File: src/rtl/vga_capture_pkg.sv
// -----------------------------------------------------------------------------
// vga_capture_pkg
// Shared types and constants for the VGA capture engine:
//   fifo_entry_t  - one VRAM write (address, data, byte enables)
//   cap_state_e   - capture FSM states
//   vram_addr()   - line/pixel-pair to VRAM byte address, same mapping the
//                   scan-out side reads
// -----------------------------------------------------------------------------
package vga_capture_pkg;

    localparam int line_words = 128;   // 32-bit words per VRAM line (2 pixels each)
    localparam int max_lines  = 256;   // lines held in VRAM
    localparam int PIX_BITS   = $clog2(line_words * 2);
    localparam int LINE_BITS  = $clog2(max_lines);

    typedef struct packed {
        logic [16:0] addr;
        logic [31:0] wdata;
        logic [3:0]  we;
    } fifo_entry_t;

    typedef enum logic [1:0] {
        IDLE    = 2'd0,
        ARMED   = 2'd1,
        CAPTURE = 2'd2,
        DRAIN   = 2'd3
    } cap_state_e;

    // Line in [16:9], pixel pair in [8:2], word aligned.
    function automatic logic [16:0] vram_addr(input logic [7:0] l, input logic [7:0] p);
        return {l, p[7:1], 2'b00};
    endfunction

endpackage

File: src/rtl/vga_capture_dma_if.sv
// -----------------------------------------------------------------------------
// boa_mem_bus
// Simple memory bus between an initiator (CPU modport) and the VRAM port
// (MEM modport). A transfer completes in the cycle where the initiator drives
// re or a non-zero we and the target drives ready.
//   re     : read request (unused by the capture engine, held at 0)
//   we     : per-byte write enables
//   addr   : 17-bit byte address
//   wdata  : write data
//   rdata  : read data
//   ready  : target accepts the current request
// -----------------------------------------------------------------------------
interface boa_mem_bus;
    logic        re;
    logic [3:0]  we;
    logic [16:0] addr;
    logic [31:0] wdata;
    logic [31:0] rdata;
    logic        ready;

    modport CPU (output re, output we, output addr, output wdata,
                 input  rdata, input ready);
    modport MEM (input  re, input we, input addr, input wdata,
                 output rdata, output ready);
endinterface

File: src/rtl/vga_capture_fifo.sv
// -----------------------------------------------------------------------------
// vga_capture_fifo
// Synchronous write FIFO of fifo_entry_t. The head entry comes straight from
// the storage registers and reads as all-zero while empty, so it can drive
// the bus directly.
//   clk, rst  : clock, asynchronous active-low reset
//   push_i    : write din_i (dropped when full unless popping the same cycle)
//   din_i     : entry to write
//   pop_i     : remove head entry (ignored when empty)
//   head_o    : current head entry, zero when empty
//   full_o    : FIFO full
//   empty_o   : FIFO empty
//   count_o   : number of stored entries
//   drop_o    : this cycle's push is being discarded
// -----------------------------------------------------------------------------
module vga_capture_fifo
    import vga_capture_pkg::*;
#(
    parameter int DEPTH = 8
) (
    input  logic                       clk,
    input  logic                       rst,
    input  logic                       push_i,
    input  fifo_entry_t                din_i,
    input  logic                       pop_i,
    output fifo_entry_t                head_o,
    output logic                       full_o,
    output logic                       empty_o,
    output logic [$clog2(DEPTH):0]     count_o,
    output logic                       drop_o
);
    localparam int AW = $clog2(DEPTH);

    fifo_entry_t    mem_q [DEPTH];
    logic [AW-1:0]  wr_q;
    logic [AW-1:0]  rd_q;
    logic [AW:0]    cnt_q;
    logic           wr_en;
    logic           rd_en;

    assign empty_o = (cnt_q == '0);
    assign full_o  = (cnt_q == (AW+1)'(DEPTH));
    assign rd_en   = pop_i && !empty_o;
    // A pop in the same cycle frees the slot, so a push into a full FIFO
    // still lands (it overwrites the head exactly as the head leaves).
    assign wr_en   = push_i && (!full_o || rd_en);
    assign drop_o  = push_i && !wr_en;
    assign count_o = cnt_q;
    assign head_o  = empty_o ? '0 : mem_q[rd_q];

    always_ff @(posedge clk) begin
        if (wr_en) begin
            mem_q[wr_q] <= din_i;
        end
    end

    always_ff @(posedge clk or negedge rst) begin
        if (!rst) begin
            wr_q  <= '0;
            rd_q  <= '0;
            cnt_q <= '0;
        end else begin
            if (wr_en) wr_q <= wr_q + 1'b1;
            if (rd_en) rd_q <= rd_q + 1'b1;
            cnt_q <= cnt_q + (AW+1)'(wr_en) - (AW+1)'(rd_en);
        end
    end

endmodule

File: src/rtl/vga_capture_dma.sv
// -----------------------------------------------------------------------------
// vga_capture_dma
// Captures a synced pixel stream, decimates by 2^cfg_shr in x and y, packs
// pixel pairs into 4:4:4 VRAM words and writes them out over boa_mem_bus.
//   clk, rst          : clock, asynchronous active-low reset
//   mem_bus (CPU)     : VRAM write initiator (re always 0)
//   in_vsync/in_hsync : frame / line start strobes (rising edge used)
//   in_valid, in_rgb  : active pixel {r,g,b} 4 bits each
//   cfg_shr           : decimation shift, latched at each frame start
//   cfg_continuous    : 1 = keep capturing frames, 0 = one frame
//   arm / abort       : start at next vsync / stop and drain
//   ovf_clr           : clear sticky overflow
//   busy, done        : not idle / frame fully written (one-cycle pulse)
//   overflow          : sticky, a word was dropped on a full FIFO
// Optional: VGA_CAPTURE_FRAMECNT_EN adds frame_count[15:0] counting done
// pulses (cleared by arm from idle).
// -----------------------------------------------------------------------------
module vga_capture_dma
    import vga_capture_pkg::*;
#(
    parameter int fifo_depth = 8,
    parameter int x_len      = 10,
    parameter int y_len      = 10
) (
    input  logic          clk,
    input  logic          rst,
    boa_mem_bus.CPU       mem_bus,
    input  logic          in_vsync,
    input  logic          in_hsync,
    input  logic          in_valid,
    input  logic [11:0]   in_rgb,
    input  logic [3:0]    cfg_shr,
    input  logic          cfg_continuous,
    input  logic          arm,
    input  logic          abort,
    input  logic          ovf_clr,
    output logic          busy,
    output logic          done,
    output logic          overflow
`ifdef VGA_CAPTURE_FRAMECNT_EN
    ,
    output logic [15:0]   frame_count
`endif
);
    localparam int CW = $clog2(fifo_depth);

    cap_state_e         state_q;
    logic               vs_prev_q, hs_prev_q, line_valid_q;
    logic [x_len-1:0]   x_q;
    logic [y_len-1:0]   y_q;
    logic [3:0]         shr_q;
    logic               pend_q, pend_d;
    logic [11:0]        lo_q, lo_d;
    logic [16:0]        pend_addr_q, pend_addr_d;
    logic               busy_q, done_q, ovf_q, aborted_q, cd_wait_q;
    logic [CW:0]        cd_cnt_q;

    logic               vs_rise, hs_rise, capturing, flush, keep;
    logic [x_len-1:0]   x_cur, x_mask, p;
    logic [y_len-1:0]   y_cur, y_mask, l;
    logic               push, pop, drop, fifo_full, fifo_empty;
    fifo_entry_t        push_entry, head;
    logic [CW:0]        fifo_cnt, cnt_after;

    assign vs_rise   = in_vsync && !vs_prev_q;
    assign hs_rise   = in_hsync && !hs_prev_q;
    // A pixel arriving with a sync edge belongs to the new line/frame.
    assign x_cur     = (vs_rise || hs_rise) ? '0 : x_q;
    assign y_cur     = vs_rise ? '0 : (hs_rise ? y_q + y_len'(line_valid_q) : y_q);
    assign x_mask    = x_len'((32'd1 << shr_q) - 32'd1);
    assign y_mask    = y_len'((32'd1 << shr_q) - 32'd1);
    assign p         = x_cur >> shr_q;
    assign l         = y_cur >> shr_q;
    assign capturing = (state_q == CAPTURE) && !abort;
    assign flush     = capturing && pend_q && (vs_rise || hs_rise);
    assign keep      = capturing && !vs_rise && in_valid
                       && ((x_cur & x_mask) == '0) && ((y_cur & y_mask) == '0)
                       && ((p >> PIX_BITS) == '0) && ((l >> LINE_BITS) == '0);

    always_comb begin
        push        = 1'b0;
        push_entry  = '0;
        pend_d      = pend_q;
        lo_d        = lo_q;
        pend_addr_d = pend_addr_q;
        if (flush) begin
            push             = 1'b1;
            push_entry.addr  = pend_addr_q;
            push_entry.wdata = {20'h0, lo_q};
            push_entry.we    = 4'b0011;
            pend_d           = 1'b0;
        end
        if (keep) begin
            if (!p[0]) begin
                pend_d      = 1'b1;
                lo_d        = in_rgb;
                pend_addr_d = vram_addr(8'(l), 8'(p));
            end else begin
                push             = 1'b1;
                push_entry.addr  = vram_addr(8'(l), 8'(p));
                push_entry.wdata = {4'h0, in_rgb, 4'h0, (pend_q ? lo_q : 12'h0)};
                push_entry.we    = 4'b1111;
                pend_d           = 1'b0;
            end
        end
        // Half-filled word is thrown away on abort or outside capture.
        if (!capturing) begin
            pend_d = 1'b0;
        end
    end

    vga_capture_fifo #(.DEPTH(fifo_depth)) u_fifo (
        .clk     (clk),
        .rst     (rst),
        .push_i  (push),
        .din_i   (push_entry),
        .pop_i   (pop),
        .head_o  (head),
        .full_o  (fifo_full),
        .empty_o (fifo_empty),
        .count_o (fifo_cnt),
        .drop_o  (drop)
    );

    assign pop           = mem_bus.ready && !fifo_empty;
    assign cnt_after     = fifo_cnt + (CW+1)'(push && !drop) - (CW+1)'(pop);
    assign mem_bus.re    = 1'b0;
    assign mem_bus.we    = head.we;
    assign mem_bus.addr  = head.addr;
    assign mem_bus.wdata = head.wdata;
    assign busy          = busy_q;
    assign done          = done_q;
    assign overflow      = ovf_q;

    always_ff @(posedge clk or negedge rst) begin
        if (!rst) begin
            vs_prev_q    <= 1'b0;
            hs_prev_q    <= 1'b0;
            line_valid_q <= 1'b0;
            x_q          <= '0;
            y_q          <= '0;
            pend_q       <= 1'b0;
            lo_q         <= '0;
            pend_addr_q  <= '0;
            ovf_q        <= 1'b0;
        end else begin
            vs_prev_q    <= in_vsync;
            hs_prev_q    <= in_hsync;
            line_valid_q <= ((vs_rise || hs_rise) ? 1'b0 : line_valid_q) | in_valid;
            x_q          <= x_cur + x_len'(in_valid);
            y_q          <= y_cur;
            pend_q       <= pend_d;
            lo_q         <= lo_d;
            pend_addr_q  <= pend_addr_d;
            if (drop)         ovf_q <= 1'b1;
            else if (ovf_clr) ovf_q <= 1'b0;
        end
    end

    // Capture FSM. In continuous mode cd_cnt_q counts the words of the
    // finished frame still queued; done fires when the last one is accepted.
    always_ff @(posedge clk or negedge rst) begin
        if (!rst) begin
            state_q   <= IDLE;
            busy_q    <= 1'b0;
            done_q    <= 1'b0;
            aborted_q <= 1'b0;
            shr_q     <= '0;
            cd_wait_q <= 1'b0;
            cd_cnt_q  <= '0;
        end else begin
            done_q <= 1'b0;
            if (cd_wait_q && pop) begin
                cd_cnt_q <= cd_cnt_q - 1'b1;
                if (cd_cnt_q == (CW+1)'(1)) begin
                    cd_wait_q <= 1'b0;
                    done_q    <= 1'b1;
                end
            end
            case (state_q)
                IDLE: begin
                    if (arm && !abort) begin
                        state_q <= ARMED;
                        busy_q  <= 1'b1;
                    end
                end
                ARMED: begin
                    if (abort) begin
                        state_q   <= DRAIN;
                        aborted_q <= 1'b1;
                    end else if (vs_rise) begin
                        state_q <= CAPTURE;
                        shr_q   <= cfg_shr;
                    end
                end
                CAPTURE: begin
                    if (abort) begin
                        state_q   <= DRAIN;
                        aborted_q <= 1'b1;
                        cd_wait_q <= 1'b0;
                    end else if (vs_rise) begin
                        if (cfg_continuous) begin
                            shr_q <= cfg_shr;
                            if (cnt_after == '0) begin
                                done_q    <= 1'b1;
                                cd_wait_q <= 1'b0;
                            end else begin
                                cd_wait_q <= 1'b1;
                                cd_cnt_q  <= cnt_after;
                            end
                        end else begin
                            state_q   <= DRAIN;
                            aborted_q <= 1'b0;
                        end
                    end
                end
                DRAIN: begin
                    if (fifo_empty) begin
                        state_q <= IDLE;
                        busy_q  <= 1'b0;
                        if (!aborted_q) done_q <= 1'b1;
                    end
                end
                default: state_q <= IDLE;
            endcase
        end
    end

`ifdef VGA_CAPTURE_FRAMECNT_EN
    logic [15:0] frame_cnt_q;

    always_ff @(posedge clk or negedge rst) begin
        if (!rst) begin
            frame_cnt_q <= '0;
        end else if ((state_q == IDLE) && arm && !abort) begin
            frame_cnt_q <= '0;
        end else if (done_q) begin
            frame_cnt_q <= frame_cnt_q + 16'd1;
        end
    end

    assign frame_count = frame_cnt_q;
`endif

endmodule
File: src/flat_wrapper.sv
// flat-port wrapper written by rule: the top's interface ports become plain ports
module vga_capture_dma_flat import vga_capture_pkg::*;
#(
    parameter int fifo_depth = 8,
    parameter int x_len      = 10,
    parameter int y_len      = 10
)
  (clk, rst, in_vsync, in_hsync, in_valid, in_rgb, cfg_shr, cfg_continuous, arm, abort, ovf_clr, busy, done, overflow, mem_bus_re, mem_bus_we, mem_bus_addr, mem_bus_wdata, mem_bus_rdata, mem_bus_ready);
  boa_mem_bus mem_bus_i ();
  input  logic clk;
  input  logic rst;
  input  logic in_vsync;
  input  logic in_hsync;
  input  logic in_valid;
  input  logic [11:0] in_rgb;
  input  logic [3:0] cfg_shr;
  input  logic cfg_continuous;
  input  logic arm;
  input  logic abort;
  input  logic ovf_clr;
  output logic busy;
  output logic done;
  output logic overflow;
  output wire logic [$bits(mem_bus_i.re)-1:0] mem_bus_re;
  output wire logic [$bits(mem_bus_i.we)-1:0] mem_bus_we;
  output wire logic [$bits(mem_bus_i.addr)-1:0] mem_bus_addr;
  output wire logic [$bits(mem_bus_i.wdata)-1:0] mem_bus_wdata;
  input wire logic [$bits(mem_bus_i.rdata)-1:0] mem_bus_rdata;
  input wire logic [$bits(mem_bus_i.ready)-1:0] mem_bus_ready;
  assign mem_bus_re = mem_bus_i.re;
  assign mem_bus_we = mem_bus_i.we;
  assign mem_bus_addr = mem_bus_i.addr;
  assign mem_bus_wdata = mem_bus_i.wdata;
  assign mem_bus_i.rdata = mem_bus_rdata;
  assign mem_bus_i.ready = mem_bus_ready;
  vga_capture_dma #(.fifo_depth(fifo_depth), .x_len(x_len), .y_len(y_len)) u_core (.clk(clk), .rst(rst), .mem_bus(mem_bus_i), .in_vsync(in_vsync), .in_hsync(in_hsync), .in_valid(in_valid), .in_rgb(in_rgb), .cfg_shr(cfg_shr), .cfg_continuous(cfg_continuous), .arm(arm), .abort(abort), .ovf_clr(ovf_clr), .busy(busy), .done(done), .overflow(overflow));
endmodule
File: config.mk
export PLATFORM = sky130hd
export DESIGN_NAME = vga_capture_dma_flat
export DESIGN_NICKNAME = d
export VERILOG_FILES = /design/src/rtl/vga_capture_pkg.sv /design/src/rtl/vga_capture_dma_if.sv /design/src/rtl/vga_capture_fifo.sv /design/src/rtl/vga_capture_dma.sv /design/src/flat_wrapper.sv
export SDC_FILE = /design/constraint.sdc
export NUM_CORES = 1
export LEC_CHECK = 0
export CAP_MARGIN = 5
export CORE_AREA = 2 2 203 205
export CTS_CLUSTER_DIAMETER = 60
export DETAILED_ROUTE_END_ITERATION = 10
export DIE_AREA = 0 0 205 207
export GPL_TIMING_DRIVEN = 0
export PLACE_DENSITY_LB_ADDON = 0.2
export RECOVER_POWER = 100
export SYNTH_ARGS = -nofsm -noshare
export SYNTH_HDL_FRONTEND = slang
export SYNTH_SLANG_ARGS = --single-unit
File: constraint.sdc
create_clock -name clk -period 18.2 [get_ports clk]
set_input_delay 5.46 -clock clk [delete_from_list [all_inputs] [get_ports clk]]
set_output_delay 5.46 -clock clk [all_outputs]
set_load 0.02 [all_outputs]
==> impl_table.tex <==
\begin{tabular}{lr}
\hline
Metric & Value \\
\hline
\multicolumn{2}{l}{\textbf{Routing}} \\
\quad Aggregate routed wire length & 40.7 mm \\
\quad Via count & 10.4k \\
\quad Detailed-route DRC error count & 0 \\
\quad DRT Pass-1 Iters & 6 \\
\quad Via/cell ratio & 5.56 \\
\quad Detailed router's first-iteration violation count & 833 \\
\quad Remaining antenna violation count after routing & 0 \\
\quad Per-cell routed wire length & 21.8 um \\
\multicolumn{2}{l}{\textbf{Worst setup path}} \\
\quad Worst path max stage delay & 1.82 ns \\
\quad CP Capture Type & flip-flop \\
\quad Type of the worst setup path & in2reg \\
\quad Critical path launch point & in\_hsync \\
\quad Most used cell, CP & clkbuf\_1 \\
\quad Reg2reg start & u\_core.shr\_q[1]\$\_DFFE\_PN0P\_ \\
\quad Data arrival at the endpoint of the critical path & 11.90 ns \\
\quad Worst Reg2Reg Path Length in Cells & 16 \\
\quad Ordered cell list for the critical path & dlygate4sd3\_1 > nand3b\_1 > nor3\_1 > xor2\_1 > o32ai\_1 > nor3b\_1 > a21oi\_1 > clkbuf\_1 > nor2\_1 > clkbuf\_1 \\
\quad Standard cell with the maximum stage delay on the critical path & nor2\_1 \\
\quad Data required time of the worst path & 18.35 ns \\
\quad Category of the worst setup path launch point & input pin \\
\quad Highest fanout seen on the critical path & 22 \\
\multicolumn{2}{l}{\textbf{Outcome}} \\
\quad Violated checks & capacitance limit, slew limit \\
\quad Outcome & complete, but fails checks \\
\multicolumn{2}{l}{\textbf{Synth}} \\
\quad Dominant cell type by area after synthesis & edfxtp\_1 \\
\quad Total of flip-flops plus latches after synthesis & 404 \\
\quad Async S/R FF share, synth & 18.8\% \\
\quad Netlist area before placement & 17900 sq um \\
\quad Cell types occupying the most area after synthesis & edfxtp\_1 55\%, dfrtp\_1 11\%, mux4\_2 11\% \\
\quad Number of enable-type register cells in the synthesized netlist & 328 \\
\quad Post-Syn Instances & 1127 \\
\quad Leading post-synthesis cells by instance count & 328 x edfxtp\_1, 85 x nor2\_1, 84 x mux4\_2 \\
\quad Share of the yosys chip area belonging to registers & 65.6\% \\
\quad Count leader, synth & edfxtp\_1 \\
\quad Number of different library cells in the post-synthesis netlist & 77 \\
\quad Most used DFF post-synth & edfxtp\_1 \\
\quad Post-synthesis area per instance & 15.9 sq um \\
\quad Share of the synthesized area in the top cell type & 55.0\% \\
\quad Warnings from Yosys & 0 \\
\multicolumn{2}{l}{\textbf{Clock tree}} \\
\quad TritonCTS clock tree & built \\
\quad Post-CTS setup repair buffer count & 0 \\
\quad Largest buffer count on any clock path & 3 \\
\quad H-tree level count & 2 \\
\quad Clk Latency, worst-skew pair & 0.58 ns \\
\quad CTS hold repair buffers & 0 \\
\quad Clock edge transition at the registers on the reported setup and hold paths & 0.06 ns \\
\quad Root buffer cell & clkbuf\_16 \\
\quad Count of instances resized after the clock tree is built & 0 \\
\quad Sink count of the clock tree & 404 \\
\quad Total clock buffers created by CTS & 44 \\
\multicolumn{2}{l}{\textbf{Finish}} \\
\quad Number of nets at the end of the flow & 1386 \\
\quad Share of cells above drive strength 1 & 13.3\% \\
\quad Antenna cell count & 0 \\
\quad Layout filler cell count & 3445 \\
\quad Area growth, synth to finish & 15.7\% \\
\quad Design Area, Final & 20700 sq um \\
\multicolumn{2}{l}{\textbf{Global routing}} \\
\quad Antenna violations before repair & 1 \\
\quad First-pass GRT wire length & 62.6 mm \\
\quad Via count of the first global-routing pass & 10.4k \\
\quad Total track usage & 19.4\% \\
\quad Total congestion overflow after global routing & 0 \\
\quad Maximum number of pins on one net before global-route repair & 40 \\
\multicolumn{2}{l}{\textbf{Floorplanning}} \\
\quad Site row count & 74 \\
\quad Initial standard-cell utilization of the core & 44.4\% \\
\quad Placeable core region & 40400 sq um \\
\quad Number of top-level design ports & 115 \\
\quad Width of the die & 205 um \\
\quad Die Footprint & 42400 sq um \\
\quad Die extent in y & 207 um \\
\multicolumn{2}{l}{\textbf{Timing}} \\
\quad Transition time of the tightest slew-check pin & 2.39 ns \\
\quad Worst setup skew after layout & 0.0315 ns \\
\quad Final critical-path share of the clock period & 64.6\% \\
\quad Count of pins over their slew limit & 150 \\
\quad Highest clock frequency the design can meet & 85.1 MHz \\
\quad Final setup vio count & 0 \\
\quad Unrepaired setup endpoints after global routing & no \\
\quad Setup TNS Final & 0 ns \\
\quad Max-Slew Margin vs Limit & -60.0\% \\
\quad Shortest period the worst path allows & 11.75 ns \\
\quad Endpoints failing hold & 0 \\
\multicolumn{2}{l}{\textbf{Job}} \\
\quad Count of maximum capacitance violations & 8 \\
\multicolumn{2}{l}{\textbf{Power and ir drop}} \\
\quad Leakage power figure & 7.37 nW \\
\quad Worst VDD drop & 0.0730 mV \\
\quad Areal power density over the cells & 136 nW/um\^{}2 \\
\multicolumn{2}{l}{\textbf{Min path}} \\
\quad Cell depth of the worst hold path & 1 \\
\quad Hold crit path type & reg2reg \\
\quad Hold path startpoint & u\_core.line\_valid\_q\$\_DFF\_PN0\_ \\
\multicolumn{2}{l}{\textbf{Placed design}} \\
\quad PortBufs & 71 \\
\quad Hpwl dp & 28.0 mm \\
\quad Final weighted congestion in routability-driven placement & 0.853 \\
\quad Area after DPL & 19800 sq um \\
\hline
\end{tabular}
## critical path: cells and delay by family
kind | cells | cell delay, ns
AO/OA/AOI/OAI | 2 | 0.83
AND/OR/NAND/NOR | 4 | 3.16
XOR/XNOR | 1 | 0.15
buffers and inverters | 3 | 2.28
## per-layer routing
metal  global-route usage, %  share of wire (%)
met3                    2.67                5.2
met4                    4.59                1.4
met5                       0                  0
met1                    27.8                 45
met2                    31.7                 49
## kinds of logic after synthesis
family | share of synthesized area, %
AND/OR/NAND/NOR | 7.72
buffers and inverters | 2.81
adder cells (fa/ha/maj) | 1.76
AO/OA/AOI/OAI | 5.05
XOR/XNOR | 0.977
multiplexers | 16.1
flip-flops | 65.6
other | 0.0209
## registers in the layout, summed over array words and instances, names as in the netlist, 3 cells and up
name                   flops
u_core.lo_q               12
u_core.u_fifo.rd_q         3
u_core.u_fifo.mem_q      328
u_core.shr_q               4
u_core.u_fifo.wr_q         3
u_core.pend_addr_q        15
u_core.cd_cnt_q            4
u_core.y_q                10
u_core.u_fifo.count_o      4
u_core.x_q                10
## through the flow
step | worst slack (ns) | hold WS [ns] | util (%) | power (mW) | std cells
2_1_floorplan | 6.21 | 0.453 | - | 1.74 | 1137
3_3_place_gp | 0.0621 | 0.474 | 47.9 | 2.05 | 1740
3_5_place_dp | 7.47 | 0.480 | 49.1 | 2.06 | 1790
4_1_cts | 8.08 | 0.493 | 52.5 | 2.90 | 1871
5_1_grt | 5.84 | 0.506 | 51.4 | 2.97 | 1871
6_report | 6.45 | 0.481 | 51.4 | 2.82 | 1871
## power by group
group	internal, mW	switching (mW)	total [mW]
clock network	0.470	0.361	0.831
registers	1.04	0.0324	1.07
logic	0.396	0.524	0.919
## final timing paths
kind / end / slack (ns)
min reg2reg: u_core.line_valid_q$_DFF_PN0_ / 0.48
min: u_core.line_valid_q$_DFF_PN0_ / 0.48
max: u_core.u_fifo.mem_q[1][39]$_DFFE_PP_ / 6.45
max reg2reg: u_core.u_fifo.mem_q[1][39]$_DFFE_PP_ / 10.52
max in group asynchronous: u_core.u_fifo.wr_q[0]$_DFFE_PN0P_ / 9.67
min in group asynchronous: u_core.done$_DFF_PN0_ / 5.53
## final cells by class
cell class | instances | area [sq um] | area share [%]
Clock buffer | 63 | 1210 | 5.85
Multi-Input combinational cell | 628 | 5620 | 27.1
Buffer | 79 | 355 | 1.71
Clock inverter | 18 | 145 | 0.700
Inverter | 26 | 97.6 | 0.471
Sequential cell | 404 | 11800 | 56.7
Timing Repair Buffer | 121 | 892 | 4.30
Tap cell | 532 | 666 | 3.21
## cells in the final DEF, fill, tap and decap left out, types with 5 or more instances in the layout
master	count
nand2b_1	13
nor3_1	18
nand2_1	53
mux2_1	17
dlygate4sd3_1	45
a211o_1	5
xor2_1	11
clkbuf_1	113
buf_1	17
buf_4	13
o211ai_1	6
nor2b_1	8
mux2_2	12
a211oi_1	6
inv_1	25
ha_1	22
and3_1	27
clkinv_1	6
nand3_1	21
mux4_2	84
nor4b_1	6
a21o_1	5
o21ai_0	20
nand4_1	6
nor2_1	85
o22ai_1	8
a22o_1	15
mux2i_1	56
conb_1	11
clkdlybuf4s50_1	25
nor4_1	8
clkbuf_16	45
edfxtp_1	328
dfrtp_1	76
a21oi_1	29
xnor2_1	9
(Power assumes the default switching activity.)
